$ cat src/rtl/mem_access_ctrl_if.sv
// Bundle of requester-side and memory-side signals of the shared memory port.
//   master : the access controller (drives acks, held read data, memory strobe/address/data)
//   slave  : the requesters and the memory (drive requests, addresses, mem_rdata, mem_ready)
// Signals:
//   if_req/if_addr/if_ack/if_rdata             instruction-fetch requester
//   ls_req/ls_we/ls_addr/ls_wdata/ls_ack/ls_rdata  load/store requester
//   mem_en/mem_we/mem_addr/mem_wdata/mem_rdata/mem_ready  memory handshake
//   bus_err                                    access timed out (pulses with the ack)
interface mem_access_ctrl_if #(
  parameter int unsigned AW = 32,
  parameter int unsigned DW = 32
);
  logic          if_req;
  logic [AW-1:0] if_addr;
  logic          if_ack;
  logic [DW-1:0] if_rdata;

  logic          ls_req;
  logic          ls_we;
  logic [AW-1:0] ls_addr;
  logic [DW-1:0] ls_wdata;
  logic          ls_ack;
  logic [DW-1:0] ls_rdata;

  logic          mem_en;
  logic          mem_we;
  logic [AW-1:0] mem_addr;
  logic [DW-1:0] mem_wdata;
  logic [DW-1:0] mem_rdata;
  logic          mem_ready;

  logic          bus_err;

  modport master (
    input  if_req, if_addr, ls_req, ls_we, ls_addr, ls_wdata, mem_rdata, mem_ready,
    output if_ack, if_rdata, ls_ack, ls_rdata, mem_en, mem_we, mem_addr, mem_wdata, bus_err
  );

  modport slave (
    output if_req, if_addr, ls_req, ls_we, ls_addr, ls_wdata, mem_rdata, mem_ready,
    input  if_ack, if_rdata, ls_ack, ls_rdata, mem_en, mem_we, mem_addr, mem_wdata, bus_err
  );
endinterface

$ cat src/rtl/mem_access_ctrl.sv
// Sequencer for the single shared memory port of the multicycle processor.
// Arbitrates round-robin between instruction fetch (IF) and load/store (LS), runs one
// IDLE -> ACCESS -> RESP transaction at a time, and keeps the last word read by each
// requester in a held register (IR side: if_rdata, MDR side: ls_rdata).
// Ports:
//   clk    rising-edge clock
//   rst_n  asynchronous active-low reset; abandons any transaction in flight
//   bus    mem_access_ctrl_if.master (requester handshakes and memory handshake)
// Parameters:
//   AW, DW   address / data width
//   TIMEOUT  ACCESS cycles without mem_ready before a bus error; 0 disables the timeout
module mem_access_ctrl #(
  parameter int unsigned AW      = 32,
  parameter int unsigned DW      = 32,
  parameter int unsigned TIMEOUT = 16
) (
  input logic               clk,
  input logic               rst_n,
  mem_access_ctrl_if.master bus
);

  // Counter only has to reach TIMEOUT-1.
  localparam int unsigned    CW      = (TIMEOUT > 2) ? $clog2(TIMEOUT) : 1;
  localparam logic [CW-1:0]  CntLast = (TIMEOUT == 0) ? '0 : CW'(TIMEOUT - 1);

  typedef enum logic [1:0] {StIdle, StAccess, StResp} state_e;
  typedef enum logic {GntLs, GntIf} gnt_e;

  state_e        state_q, state_d;
  gnt_e          gnt_q, gnt_d;      // owner of the current / most recent transaction
  logic [CW-1:0] cnt_q, cnt_d;
  logic          mem_en_q, mem_en_d;
  logic          mem_we_q, mem_we_d;
  logic [AW-1:0] mem_addr_q, mem_addr_d;
  logic [DW-1:0] mem_wdata_q, mem_wdata_d;
  logic          if_ack_q, if_ack_d;
  logic          ls_ack_q, ls_ack_d;
  logic          bus_err_q, bus_err_d;
  logic [DW-1:0] if_rdata_q, if_rdata_d;
  logic [DW-1:0] ls_rdata_q, ls_rdata_d;

  logic grant_if;
  logic finish;

  always_comb begin
    state_d     = state_q;
    gnt_d       = gnt_q;
    cnt_d       = cnt_q;
    mem_en_d    = mem_en_q;
    mem_we_d    = mem_we_q;
    mem_addr_d  = mem_addr_q;
    mem_wdata_d = mem_wdata_q;
    if_ack_d    = 1'b0;
    ls_ack_d    = 1'b0;
    bus_err_d   = 1'b0;
    if_rdata_d  = if_rdata_q;
    ls_rdata_d  = ls_rdata_q;
    grant_if    = 1'b0;
    finish      = 1'b0;

    unique case (state_q)
      StIdle: begin
        if (bus.if_req || bus.ls_req) begin
          // On a tie the requester that did not go last wins.
          grant_if    = bus.if_req && (!bus.ls_req || (gnt_q == GntLs));
          gnt_d       = grant_if ? GntIf : GntLs;
          mem_addr_d  = grant_if ? bus.if_addr : bus.ls_addr;
          mem_we_d    = !grant_if && bus.ls_we;
          mem_wdata_d = grant_if ? '0 : bus.ls_wdata;
          mem_en_d    = 1'b1;
          cnt_d       = '0;
          state_d     = StAccess;
        end
      end

      StAccess: begin
        // mem_ready wins over a timeout in the same cycle.
        if (bus.mem_ready) begin
          finish = 1'b1;
          if (!mem_we_q) begin
            if (gnt_q == GntIf) if_rdata_d = bus.mem_rdata;
            else                ls_rdata_d = bus.mem_rdata;
          end
        end else if ((TIMEOUT != 0) && (cnt_q == CntLast)) begin
          finish    = 1'b1;
          bus_err_d = 1'b1;
        end else begin
          cnt_d = cnt_q + 1'b1;
        end

        if (finish) begin
          mem_en_d = 1'b0;
          mem_we_d = 1'b0;
          if_ack_d = (gnt_q == GntIf);
          ls_ack_d = (gnt_q == GntLs);
          state_d  = StResp;
        end
      end

      StResp: begin
        cnt_d   = '0;
        state_d = StIdle;
      end

      default: state_d = StIdle;
    endcase
  end

  always_ff @(posedge clk or negedge rst_n) begin
    if (!rst_n) begin
      state_q     <= StIdle;
      gnt_q       <= GntLs;
      cnt_q       <= '0;
      mem_en_q    <= 1'b0;
      mem_we_q    <= 1'b0;
      mem_addr_q  <= '0;
      mem_wdata_q <= '0;
      if_ack_q    <= 1'b0;
      ls_ack_q    <= 1'b0;
      bus_err_q   <= 1'b0;
      if_rdata_q  <= '0;
      ls_rdata_q  <= '0;
    end else begin
      state_q     <= state_d;
      gnt_q       <= gnt_d;
      cnt_q       <= cnt_d;
      mem_en_q    <= mem_en_d;
      mem_we_q    <= mem_we_d;
      mem_addr_q  <= mem_addr_d;
      mem_wdata_q <= mem_wdata_d;
      if_ack_q    <= if_ack_d;
      ls_ack_q    <= ls_ack_d;
      bus_err_q   <= bus_err_d;
      if_rdata_q  <= if_rdata_d;
      ls_rdata_q  <= ls_rdata_d;
    end
  end

  assign bus.mem_en    = mem_en_q;
  assign bus.mem_we    = mem_we_q;
  assign bus.mem_addr  = mem_addr_q;
  assign bus.mem_wdata = mem_wdata_q;
  assign bus.if_ack    = if_ack_q;
  assign bus.ls_ack    = ls_ack_q;
  assign bus.bus_err   = bus_err_q;
  assign bus.if_rdata  = if_rdata_q;
  assign bus.ls_rdata  = ls_rdata_q;

endmodule

$ cat src/flat_wrapper.sv
// flat-port wrapper written by rule: the top's interface ports become plain ports
module mem_access_ctrl_flat 
#(
  parameter int unsigned AW      = 32,
  parameter int unsigned DW      = 32,
  parameter int unsigned TIMEOUT = 16
)
  (clk, rst_n, bus_if_req, bus_if_addr, bus_ls_req, bus_ls_we, bus_ls_addr, bus_ls_wdata, bus_mem_rdata, bus_mem_ready, bus_if_ack, bus_if_rdata, bus_ls_ack, bus_ls_rdata, bus_mem_en, bus_mem_we, bus_mem_addr, bus_mem_wdata, bus_bus_err);
  mem_access_ctrl_if #(.AW(AW), .DW(DW)) bus_i ();
  input logic clk;
  input logic rst_n;
  input wire logic [$bits(bus_i.if_req)-1:0] bus_if_req;
  input wire logic [$bits(bus_i.if_addr)-1:0] bus_if_addr;
  input wire logic [$bits(bus_i.ls_req)-1:0] bus_ls_req;
  input wire logic [$bits(bus_i.ls_we)-1:0] bus_ls_we;
  input wire logic [$bits(bus_i.ls_addr)-1:0] bus_ls_addr;
  input wire logic [$bits(bus_i.ls_wdata)-1:0] bus_ls_wdata;
  input wire logic [$bits(bus_i.mem_rdata)-1:0] bus_mem_rdata;
  input wire logic [$bits(bus_i.mem_ready)-1:0] bus_mem_ready;
  output wire logic [$bits(bus_i.if_ack)-1:0] bus_if_ack;
  output wire logic [$bits(bus_i.if_rdata)-1:0] bus_if_rdata;
  output wire logic [$bits(bus_i.ls_ack)-1:0] bus_ls_ack;
  output wire logic [$bits(bus_i.ls_rdata)-1:0] bus_ls_rdata;
  output wire logic [$bits(bus_i.mem_en)-1:0] bus_mem_en;
  output wire logic [$bits(bus_i.mem_we)-1:0] bus_mem_we;
  output wire logic [$bits(bus_i.mem_addr)-1:0] bus_mem_addr;
  output wire logic [$bits(bus_i.mem_wdata)-1:0] bus_mem_wdata;
  output wire logic [$bits(bus_i.bus_err)-1:0] bus_bus_err;
  assign bus_i.if_req = bus_if_req;
  assign bus_i.if_addr = bus_if_addr;
  assign bus_i.ls_req = bus_ls_req;
  assign bus_i.ls_we = bus_ls_we;
  assign bus_i.ls_addr = bus_ls_addr;
  assign bus_i.ls_wdata = bus_ls_wdata;
  assign bus_i.mem_rdata = bus_mem_rdata;
  assign bus_i.mem_ready = bus_mem_ready;
  assign bus_if_ack = bus_i.if_ack;
  assign bus_if_rdata = bus_i.if_rdata;
  assign bus_ls_ack = bus_i.ls_ack;
  assign bus_ls_rdata = bus_i.ls_rdata;
  assign bus_mem_en = bus_i.mem_en;
  assign bus_mem_we = bus_i.mem_we;
  assign bus_mem_addr = bus_i.mem_addr;
  assign bus_mem_wdata = bus_i.mem_wdata;
  assign bus_bus_err = bus_i.bus_err;
  mem_access_ctrl #(.AW(AW), .DW(DW), .TIMEOUT(TIMEOUT)) u_core (.clk(clk), .rst_n(rst_n), .bus(bus_i));
endmodule
$ cat config.mk
export PLATFORM = sky130hd
export DESIGN_NAME = mem_access_ctrl_flat
export DESIGN_NICKNAME = d
export VERILOG_FILES = /design/src/rtl/mem_access_ctrl_if.sv /design/src/rtl/mem_access_ctrl.sv /design/src/flat_wrapper.sv
export SDC_FILE = /design/constraint.sdc
export NUM_CORES = 1
export LEC_CHECK = 0
export CAP_MARGIN = 25
export CORE_MARGIN = 2
export CORE_UTILIZATION = 37
export CTS_BUF_LIST = sky130_fd_sc_hd__clkbuf_4 sky130_fd_sc_hd__clkbuf_8
export CTS_CLUSTER_DIAMETER = 200
export DETAILED_ROUTE_END_ITERATION = 8
export GPL_ROUTABILITY_DRIVEN = 0
export PLACE_DENSITY = 0.73
export SYNTH_ARGS = -nofsm -noshare
export SYNTH_HDL_FRONTEND = slang
export SYNTH_SLANG_ARGS = --single-unit
$ cat constraint.sdc
create_clock -name clk -period 2.79 [get_ports clk]
set_input_delay 0.558 -clock clk [delete_from_list [all_inputs] [get_ports clk]]
set_output_delay 0.558 -clock clk [all_outputs]
set_load 0.05 [all_outputs]
==> qor.csv, run 1 <==
stage,metric,value,unit
cells_and_area,final_cells,865,
floorplan,die_w,126.8,um
cts,cts_buffer_depth,2,
pwr,swShare,48.23,%
global_routing,grt_pass1_wl,24430,um
worst_setup_path,crit_arrival,1760,ps
floorplan,die-height,126.8,um
global_routing,grt_max_degree,71,
cts,htreeDepth,4,
cells_and_area,final_common_cell,clkdlybuf4s50_1,
placement,post-place-cells,834,
global_routing,grt_antenna_before_repair,0,
sta,finalHoldViolCount,0,
route,vias,4377,
cells_and_area,antenna_cells,0,
pwr,power.share.sequential,28.9,%
pwr,p_total,12.17,mW
logic_synthesis,ys_ff_latch,140,
logic_synthesis,synthCells,400,
cts,insertion_delay,440,ps
cells_and_area,final_util,60.44,%
worst_setup_path,cp-end-kind,primary output,
worst_setup_path,crit_path_cell_trace,clkdlybuf4s50_1,
sta,hold_slack,106.1,ps
worst_setup_path,critPathMaxStageDelay,870,ps
pwr,leakage,3.741,nW
logic_synthesis,netlist_area,5580,um^2
worst_setup_path,critical_path_class,flop to primary output,
floorplan,top_level_ports,267,
cells_and_area,nets,804,
sta,rsz0062_at_grt,no,
placement,place_area,8477,um^2
global_routing,grt_overflow_total,0,
cts,cts.repair.resized,0,
sta,fin_skew,6.374,ps
cts,cts_buffers,17,
global_routing,grt_pass1_vias,4683,
sta,fin_ws,470.7,ps
route,wl_per_cell,17.58,um
cells_and_area,final_cell_mix,"265 x clkdlybuf4s50_1, 140 x dfrtp_1, 62 x o21ai_0, 56 x mux2_2",
global_routing,grt_usage,19.30,%
cts,post-cts-setup-buffers,0,
sta,timing.final.crit_share,83.13,%
sta,worstMarginPinSlew,644.1,ps
floorplan,core.rowCount,44,
worst_setup_path,critPathRequiredTime,2230,ps
floorplan,dieArea,16080,um^2
sta,setup_viol,0,
floorplan,core_area,14640,um^2
logic_synthesis,synth_nets,535,
logic_synthesis,synth-seq-area-share,62.78,%
route,first_iter_violations,205,
pwr,comb_power_share,58.5,%
cells_and_area,finalInstanceArea,8851,um^2
route,drtAntennaViolNets,0,
route,drt-total-wl,15210,um
pwr,worst_ir_drop_vdd,0.5645,mV
worst_setup_path,worstReg2RegStart,u_core.state_q[1],
sta,relSlewSlack,57.06,%
route,dr.pass1.iters,4,
pwr,clock_power_share,12.7,%
cells_and_area,area_delta_synth_final,58.61,%
worst_setup_path,path_buf_inv,1,
worst_hold_path,hold_path_class,input pin to async pin,
logic_synthesis,yosys_warnings,0,
logic_synthesis,synth_cell_type_count,36,
placement,port_buffers,266,
sta,slew_violations,0,
worst_setup_path,critPathSlowestCell,clkdlybuf4s50_1,
placement,hpwl,11040,um
outcome,status,"finished, final reports clean",
cts,clk_pin_slew,80,ps
route,drc,0,
worst_setup_path,worstSetupStartpoint,u_core.bus.mem_we,
worst_setup_path,cp-start-kind,flop,
placement,place_ws,474.3,ps
worst_setup_path,crit_family,buffers and inverters,
pwr,switching_power,5.870,mW
sta,setup_tns,0,ps
logic_synthesis,avgSynthCellArea,13.95,um^2
worst_setup_path,crit_fanout,4,
cells_and_area,drive_gt1_share,15.57,%
cts,cts_tree,yes,
sta,period_needed,2319,ps
pwr,power_density,1375,nW/um^2
floorplan,start_util,38.11,%
cts,cts_sinks,140,
pwr,p_int,6.300,mW
route,avgViaCountPerCell,5.060,
sta,clock.fmax,431.2,MHz
job,maxCapViolCount,0,
cts,cts_root_buffer,clkbuf_8,
cts,holdBufCountCts,0,
## synthesized netlist by cell type
library cell | instances | share of area, %
dfrtp_1 | 140 | 63
o21ai_0 | 62 | 5.6
mux2_2 | 56 | 11
a22o_1 | 32 | 5.0
mux2i_1 | 32 | 5.7
buf_2 | 12 | 1.1
clkbuf_1 | 9 | 0.61
mux2_1 | 8 | 1.6
o21ai_1 | 8 | 0.72
nor2_1 | 4 | 0.27
a31oi_1 | 3 | 0.34
buf_4 | 3 | 0.40
buf_6 | 3 | 0.61
nand3_1 | 3 | 0.27
inv_1 | 2 | 0.13
nand2_1 | 2 | 0.13
nor3_1 | 2 | 0.18
a211o_1 | 1 | 0.16
a21boi_1 | 1 | 0.13
a21o_1 | 1 | 0.13
a21oi_1 | 1 | 0.090
a32o_1 | 1 | 0.18
and2_1 | 1 | 0.11
and2b_1 | 1 | 0.13
and3_1 | 1 | 0.11
ha_1 | 1 | 0.22
nand2b_1 | 1 | 0.11
nand4b_2 | 1 | 0.27
nor3_4 | 1 | 0.29
nor4b_4 | 1 | 0.43
o211a_1 | 1 | 0.18
o211ai_1 | 1 | 0.13
o2bb2ai_1 | 1 | 0.16
or2_1 | 1 | 0.11
or3b_2 | 1 | 0.16
or4_1 | 1 | 0.13
## power by group through the flow
stage	logic, mW	clock network [mW]	registers, mW
after floorplan	1.45	0	6.65
after global routing	7.42	1.69	3.65
after global placement	7.04	0	3.50
after CTS	7.18	1.59	3.52
final	7.12	1.54	3.51
after detailed placement	7.17	0	3.54
## per-layer routing
metal	vias to the layer above	GRT usage (%)	wire length, um
met5	-	0	0
met4	0	7.304	317
met2	193	33.18	7577
met3	24	6.495	1177
li1	2017	-	-
met1	2143	22.41	6138
## registers in the layout, indices dropped and copies added (netlist names)
signal and flops:
u_core.bus.mem_wdata 32, u_core.cnt_q 4, u_core.bus.if_rdata 32, u_core.bus.mem_addr 32
u_core.state_q 2, u_core.bus.mem_we 1, u_core.bus.ls_rdata 32, u_core.bus.mem_en 1
u_core.bus.bus_err 1, u_core.bus.if_ack 1, u_core.bus.ls_ack 1, u_core.gnt_q 1
## area by class of cell
type	count	area, um^2
Timing Repair Buffer	277	2791
Sequential cell	140	3503
Fill cell	1160	5793
Tap cell	184	230.2
Clock buffer	21	282.8
Inverter	2	7.507
Multi-Input combinational cell	231	1944
Clock inverter	10	91.34
## final timing paths
| kind | to | slack, ps | depth (start not counted) |
|---|---|---|---|
| max | bus_mem_we | 470 | 1 |
| min in group clk | u_core.bus.mem_addr[27] | 500 | 2 |
| min | u_core.bus.mem_wdata[17] | 110 | 1 |
| max reg2reg | u_core.bus.if_rdata[9] | 1050 | 4 |
| max in group asynchronous | u_core.bus.if_rdata[24] | 1910 | 2 |
| min reg2reg | u_core.bus.mem_addr[27] | 500 | 2 |
## cell families (layout without fill, tap and decap cells)
| kind of cell | Yosys count | in the layout | synth area share, % |
|---|---|---|---|
| simple gates | 21 | 21 | 2.713 |
| buf+inv | 29 | 310 | 2.825 |
| fa+ha+maj | 1 | 1 | 0.2242 |
| mux | 96 | 96 | 18.65 |
| flops | 140 | 140 | 62.78 |
| compound gates | 113 | 113 | 12.80 |
Note: power is estimated with default switching activity, not from simulation.
==> inputs of run 2 (changes only) <==
Clock period 2.79 ns to 2.3 ns, I/O delays scaled along.
==> qor.csv, run 2 (synthesis gave the netlist of run 1 again) <==
stage,metric,value,unit,change
cts,cts_buffer_depth,2,,unchanged
cells_and_area,nets,806,,was 804
pwr,power_density,1668,nW/um^2,was 1375 nW/um^2
cells_and_area,final_cell_mix,"265 x clkdlybuf4s50_1, 140 x dfrtp_1, 62 x o21ai_0, 56 x mux2_2",,unchanged
pwr,p_total,14.95,mW,was 12.17 mW
worst_setup_path,cp-end-kind,primary output,,unchanged
route,avgViaCountPerCell,5.013,,was 5.060
job,maxCapViolCount,0,,unchanged
route,vias,4351,,was 4377
pwr,swShare,47.15,%,was 48.23%
sta,relSlewSlack,60.89,%,was 57.06%
pwr,worst_ir_drop_vdd,0.8354,mV,was 0.5645 mV
sta,hold_slack,485.3,ps,was 106.1 ps
pwr,switching_power,7.050,mW,was 5.870 mW
cts,htreeDepth,4,,unchanged
placement,place_area,8539,um^2,was 8477 um^2
route,wl_per_cell,17.18,um,was 17.58 um
cts,cts_sinks,140,,unchanged
floorplan,core_area,14640,um^2,unchanged
floorplan,die_w,126.8,um,unchanged
placement,hpwl,10940,um,was 11040 um
placement,post-place-cells,835,,was 834
sta,finalHoldViolCount,0,,unchanged
cts,cts.repair.resized,0,,unchanged
cells_and_area,finalInstanceArea,8965,um^2,was 8851 um^2
worst_setup_path,path_buf_inv,1,,unchanged
global_routing,grt_max_degree,55,,was 71
cts,cts_root_buffer,clkbuf_8,,unchanged
cells_and_area,nFillCells,1130,,was 1160
worst_setup_path,cp-start-kind,flop,,unchanged
sta,setup_tns,0,ps,unchanged
global_routing,grt_overflow_total,0,,unchanged
sta,timing.final.crit_share,95.09,%,
placement,place_ws,180.3,ps,was 474.3 ps
route,drtAntennaViolNets,0,,unchanged
floorplan,top_level_ports,267,,unchanged
floorplan,core.rowCount,44,,unchanged
cells_and_area,final_util,61.22,%,was 60.44%
sta,period_needed,2187,ps,
sta,slew_violations,0,,unchanged
pwr,clock_power_share,13.5,%,was 12.7%
global_routing,grt_pass1_vias,4653,,was 4683
outcome,status,"finished, final reports clean",,unchanged
cts,insertion_delay,430,ps,was 440 ps
cts,cts_buffers,17,,unchanged
floorplan,start_util,38.11,%,unchanged
route,drc,0,,unchanged
cells_and_area,area_delta_synth_final,60.65,%,was 58.61%
placement,port_buffers,266,,unchanged
worst_setup_path,critPathMaxStageDelay,870,ps,about the same
worst_setup_path,critical_path_class,flop to primary output,,unchanged
worst_setup_path,critPathSlowestCell,clkdlybuf4s50_1,,unchanged
worst_hold_path,hold_path_class,flop to flop,,was input pin to async pin
cells_and_area,drive_gt1_share,15.79,%,was 15.57%
floorplan,dieArea,16080,um^2,unchanged
worst_setup_path,crit_family,buffers and inverters,,unchanged
pwr,leakage,3.808,nW,was 3.741 nW
pwr,power.share.sequential,28.6,%,was 28.9%
sta,setup_viol,0,,unchanged
route,dr.pass1.iters,4,,unchanged
global_routing,grt_antenna_before_repair,0,,unchanged
cells_and_area,antenna_cells,0,,unchanged
worst_setup_path,crit_fanout,4,,unchanged
sta,clock.fmax,457.2,MHz,
sta,fin_ws,112.9,ps,was 470.7 ps
cells_and_area,final_cells,868,,was 865
floorplan,die-height,126.8,um,unchanged
worst_setup_path,crit_arrival,1730,ps,was 1760 ps
worst_setup_path,crit_path_cell_trace,clkdlybuf4s50_1,,unchanged
global_routing,grt_usage,18.99,%,was 19.30%
cts,cts_tree,yes,,unchanged
sta,rsz0062_at_grt,no,,unchanged
cts,post-cts-setup-buffers,0,,unchanged
global_routing,grt_pass1_wl,23980,um,was 24430 um
pwr,p_int,7.902,mW,was 6.300 mW
cells_and_area,final_common_cell,clkdlybuf4s50_1,,unchanged
route,drt-total-wl,14910,um,was 15210 um
worst_setup_path,critPathRequiredTime,1840,ps,was 2230 ps
cts,clk_pin_slew,70,ps,was 80 ps
route,first_iter_violations,176,,was 205
sta,worstMarginPinSlew,586.7,ps,was 644.1 ps
pwr,comb_power_share,58.0,%,was 58.5%
sta,fin_skew,8.716,ps,was 6.374 ps
run 2: cell count changes in the layout (fill, tap and decap cells not counted), moves of 2 or more:
cell,delta
buf_12,+6
buf_4,-4
clkbuf_4,+3
clkbuf_8,+2
clkinvlp_4,-4
run 2: metal layers:
| metal | vias to the layer above | routed length (um) | track usage, % |
|---|---|---|---|
| met1 | 2130 | 5880 | 22.08 |
| met2 | 186 | 7470 | 31.97 |
| met3 | 30 | 1224 | 7.128 |
| met5 | - | 0 | 0 |
| met4 | 0 | 331 | 7.304 |
| li1 | 2005 | - | - |
run 2: power by group through the flow:
stage | Sequential, mW | Clock [mW] | Combinational (mW)
6_report | 4.27 | 2.01 | 8.67
5_1_grt | 4.43 | 2.21 | 9.04
4_1_cts | 4.28 | 2.10 | 8.74
3_5_place_dp | 4.31 | 0 | 8.72
3_3_place_gp | 4.26 | 0 | 8.62
2_1_floorplan | 8.07 | 0 | 1.76
run 2: cell type report:
class                           instances  area, um^2  area share, %
Sequential cell                       140        3503          39.08
Timing Repair Buffer                  279        2864          31.95
Multi-Input combinational cell        231        1944          21.69
Clock buffer                           26       332.8          3.712
Tap cell                              184       230.2          2.568
Clock inverter                          6       82.58         0.9211
Inverter                                2       7.507        0.08374
run 2: worst paths after layout:
check                                             from                        to  slack [ps]  cells after the start
worst max-delay path                 u_core.bus.mem_we                bus_mem_we         110                      1
worst min-delay path            u_core.bus.ls_rdata[8]    u_core.bus.ls_rdata[8]         490                      1
worst max register to register       u_core.state_q[0]   u_core.bus.mem_addr[20]         540                      4
worst min register to register  u_core.bus.ls_rdata[8]    u_core.bus.ls_rdata[8]         490                      1
max in group asynchronous                        rst_n   u_core.bus.mem_addr[25]        1150                      3
min in group asynchronous                        rst_n  u_core.bus.mem_wdata[29]         510                      2
run 2: repair_timing:
item	4_1_cts	5_1_grt
hold endpoints to repair	38	0
endpoints found under the setup margin	0	0
hold buffers	1	0
==> inputs of run 3 (changes only) <==
--- a/config.mk
+++ b/config.mk
@@ -9,8 +9,9 @@
 export CORE_MARGIN = 2
-export CORE_UTILIZATION = 37
+export CORE_UTILIZATION = 42
 export CTS_BUF_LIST = sky130_fd_sc_hd__clkbuf_4 sky130_fd_sc_hd__clkbuf_8
 export CTS_CLUSTER_DIAMETER = 200
+export CTS_CLUSTER_SIZE = 24
 export DETAILED_ROUTE_END_ITERATION = 8
 export GPL_ROUTABILITY_DRIVEN = 0
-export PLACE_DENSITY = 0.73
+export PLACE_DENSITY = 0.81
 export SYNTH_ARGS = -nofsm -noshare
==> constraint.sdc (replaced) <==
create_clock -name clk -period 2.3 [get_ports clk]
set_input_delay 0.23 -clock clk [delete_from_list [all_inputs] [get_ports clk]]
set_output_delay 0.23 -clock clk [all_outputs]
set_load 0.05 [all_outputs]
==> qor.csv, run 3 (synthesis gave the netlist of run 1 again) <==
stage,metric,value,unit,change
worst_setup_path,worstReg2RegStart,u_core.state_q[1],,was u_core.state_q[0]
worst_hold_path,hold_path_class,input pin to async pin,,was flop to flop
sta,finalHoldViolCount,0,,unchanged
cts,cts_buffer_depth,2,,unchanged
pwr,power_density,1671,nW/um^2,was 1668 nW/um^2
floorplan,dieArea,14220,um^2,was 16080 um^2
pwr,power.share.sequential,28.8,%,was 28.6%
sta,fin_ws,327.1,ps,was 112.9 ps
sta,fin_skew,9.306,ps,was 8.716 ps
cts,cts_sinks,140,,unchanged
worst_setup_path,crit_fanout,4,,unchanged
route,drtAntennaViolNets,0,,unchanged
cts,clk_pin_slew,80,ps,was 70 ps
route,dr.pass1.iters,4,,unchanged
sta,setup_tns,0,ps,unchanged
sta,rsz0062_at_grt,no,,unchanged
job,maxCapViolCount,0,,unchanged
sta,clock.fmax,506.9,MHz,was 457.2 MHz
cells_and_area,area_delta_synth_final,59.46,%,was 60.65%
cells_and_area,nets,804,,was 806
worst_setup_path,critPathRequiredTime,2070,ps,was 1840 ps
cts,cts_root_buffer,clkbuf_8,,unchanged
floorplan,die-height,119.3,um,was 126.8 um
pwr,p_int,7.771,mW,was 7.902 mW
worst_setup_path,worstSetupStartpoint,u_core.bus.mem_we,,unchanged
pwr,worst_ir_drop_vdd,0.8547,mV,was 0.8354 mV
cells_and_area,nFillCells,956,,was 1130
route,avgViaCountPerCell,5.111,,was 5.013
sta,slew_violations,0,,unchanged
floorplan,top_level_ports,267,,unchanged
global_routing,grt_pass1_wl,24030,um,was 23980 um
route,first_iter_violations,201,,was 176
pwr,comb_power_share,57.9,%,was 58.0%
cts,cts_tree,yes,,unchanged
pwr,clock_power_share,13.3,%,was 13.5%
sta,setup_viol,0,,unchanged
placement,port_buffers,266,,unchanged
sta,relSlewSlack,61.78,%,was 60.89%
cts,htreeDepth,4,,unchanged
global_routing,grt_overflow_total,0,,unchanged
global_routing,grt_max_degree,62,,was 55
sta,worstMarginPinSlew,571.6,ps,was 586.7 ps
floorplan,core.rowCount,42,,was 44
worst_setup_path,path_buf_inv,1,,unchanged
worst_setup_path,critPathSlowestCell,clkdlybuf4s50_1,,unchanged
pwr,switching_power,7.100,mW,was 7.050 mW
pwr,leakage,3.775,nW,was 3.808 nW
floorplan,core_area,13090,um^2,was 14640 um^2
placement,place_ws,416.1,ps,was 180.3 ps
global_routing,grt_usage,21.78,%,was 18.99%
worst_setup_path,critical_path_class,flop to primary output,,unchanged
cells_and_area,final_cell_mix,"265 x clkdlybuf4s50_1, 140 x dfrtp_1, 62 x o21ai_0, 56 x mux2_2",,unchanged
outcome,status,"finished, final reports clean",,unchanged
route,vias,4380,,was 4351
cells_and_area,drive_gt1_share,15.42,%,was 15.79%
floorplan,start_util,42.65,%,was 38.11%
worst_setup_path,crit_path_cell_trace,clkdlybuf4s50_1,,unchanged
global_routing,grt_antenna_before_repair,0,,unchanged
placement,hpwl,11110,um,was 10940 um
cts,insertion_delay,430,ps,about the same
worst_setup_path,crit_arrival,1740,ps,was 1730 ps
worst_setup_path,critPathMaxStageDelay,870,ps,about the same
placement,post-place-cells,825,,was 835
cells_and_area,antenna_cells,0,,unchanged
route,drt-total-wl,15040,um,was 14910 um
sta,timing.final.crit_share,85.78,%,was 95.09%
sta,period_needed,1973,ps,was 2187 ps
worst_setup_path,cp-end-kind,primary output,,unchanged
cts,post-cts-setup-buffers,0,,unchanged
worst_setup_path,cp-start-kind,flop,,unchanged
global_routing,grt_pass1_vias,4650,,was 4653
route,drc,0,,unchanged
cells_and_area,final_common_cell,clkdlybuf4s50_1,,unchanged
pwr,swShare,47.75,%,was 47.15%
route,wl_per_cell,17.55,um,was 17.18 um
floorplan,die_w,119.3,um,was 126.8 um
cells_and_area,final_cells,857,,was 868
cts,cts.repair.resized,0,,unchanged
worst_setup_path,crit_family,buffers and inverters,,unchanged
cts,cts_buffers,17,,unchanged
[run 3: area by class of cell]
type                       count  area (um^2)  share of cell area (%)
multi-input combinational    231         1944                   21.85
clock buffer                  21        282.8                   3.178
clock inverter                10        116.4                   1.308
tap                          176        220.2                   2.475
timing repair buffer         277         2824                   31.74
inverter                       2        7.507                 0.08436
sequential                   140         3503                   39.37
[run 3: what timing repair did]
item	CTS	global route
hold endpoints to repair	59	0
hold buffers	1	0
setup endpoints to repair	0	0
[run 3: metal layers]
| metal | global-route usage, % | routed length (um) | vias up |
|---|---|---|---|
| met5 | 0 | 0 | - |
| met4 | 8.482 | 270 | 0 |
| met3 | 7.328 | 1233 | 17 |
| met2 | 36.10 | 7483 | 207 |
| met1 | 26.22 | 6057 | 2146 |
| li1 | - | - | 2010 |
[run 3: per-stage QoR]
stage	hold slack, ps	util (%)	area (um^2)	power, mW
floorplan	-65.59	-	5580	9.834
global placement	237.7	64.88	8489	12.82
detailed placement	247.3	64.88	8489	12.99
CTS	340.1	68.01	8899	14.99
global route	367.1	68.01	8899	15.56
finish	350.1	68.01	8899	14.87
[run 3: final timing paths]
check / endpoint / slack (ps) / cells after the start
max: bus_mem_we / 330 / 1
min: u_core.bus.ls_rdata[7] / 350 / 2
max reg2reg: u_core.bus.ls_rdata[13] / 610 / 4
min reg2reg: u_core.bus.ls_rdata[4] / 490 / 1
max in group asynchronous: u_core.bus.mem_addr[28] / 1300 / 3
min in group clk: u_core.bus.mem_wdata[27] / 390 / 2
[run 3: power by group through the flow]
stage	sequential [mW]	clock [mW]	combinational, mW
3_3_place_gp	4.27	0	8.54
2_1_floorplan	8.07	0	1.76
6_report	4.28	1.97	8.62
4_1_cts	4.29	2.02	8.68
3_5_place_dp	4.32	0	8.67
5_1_grt	4.44	2.13	8.99
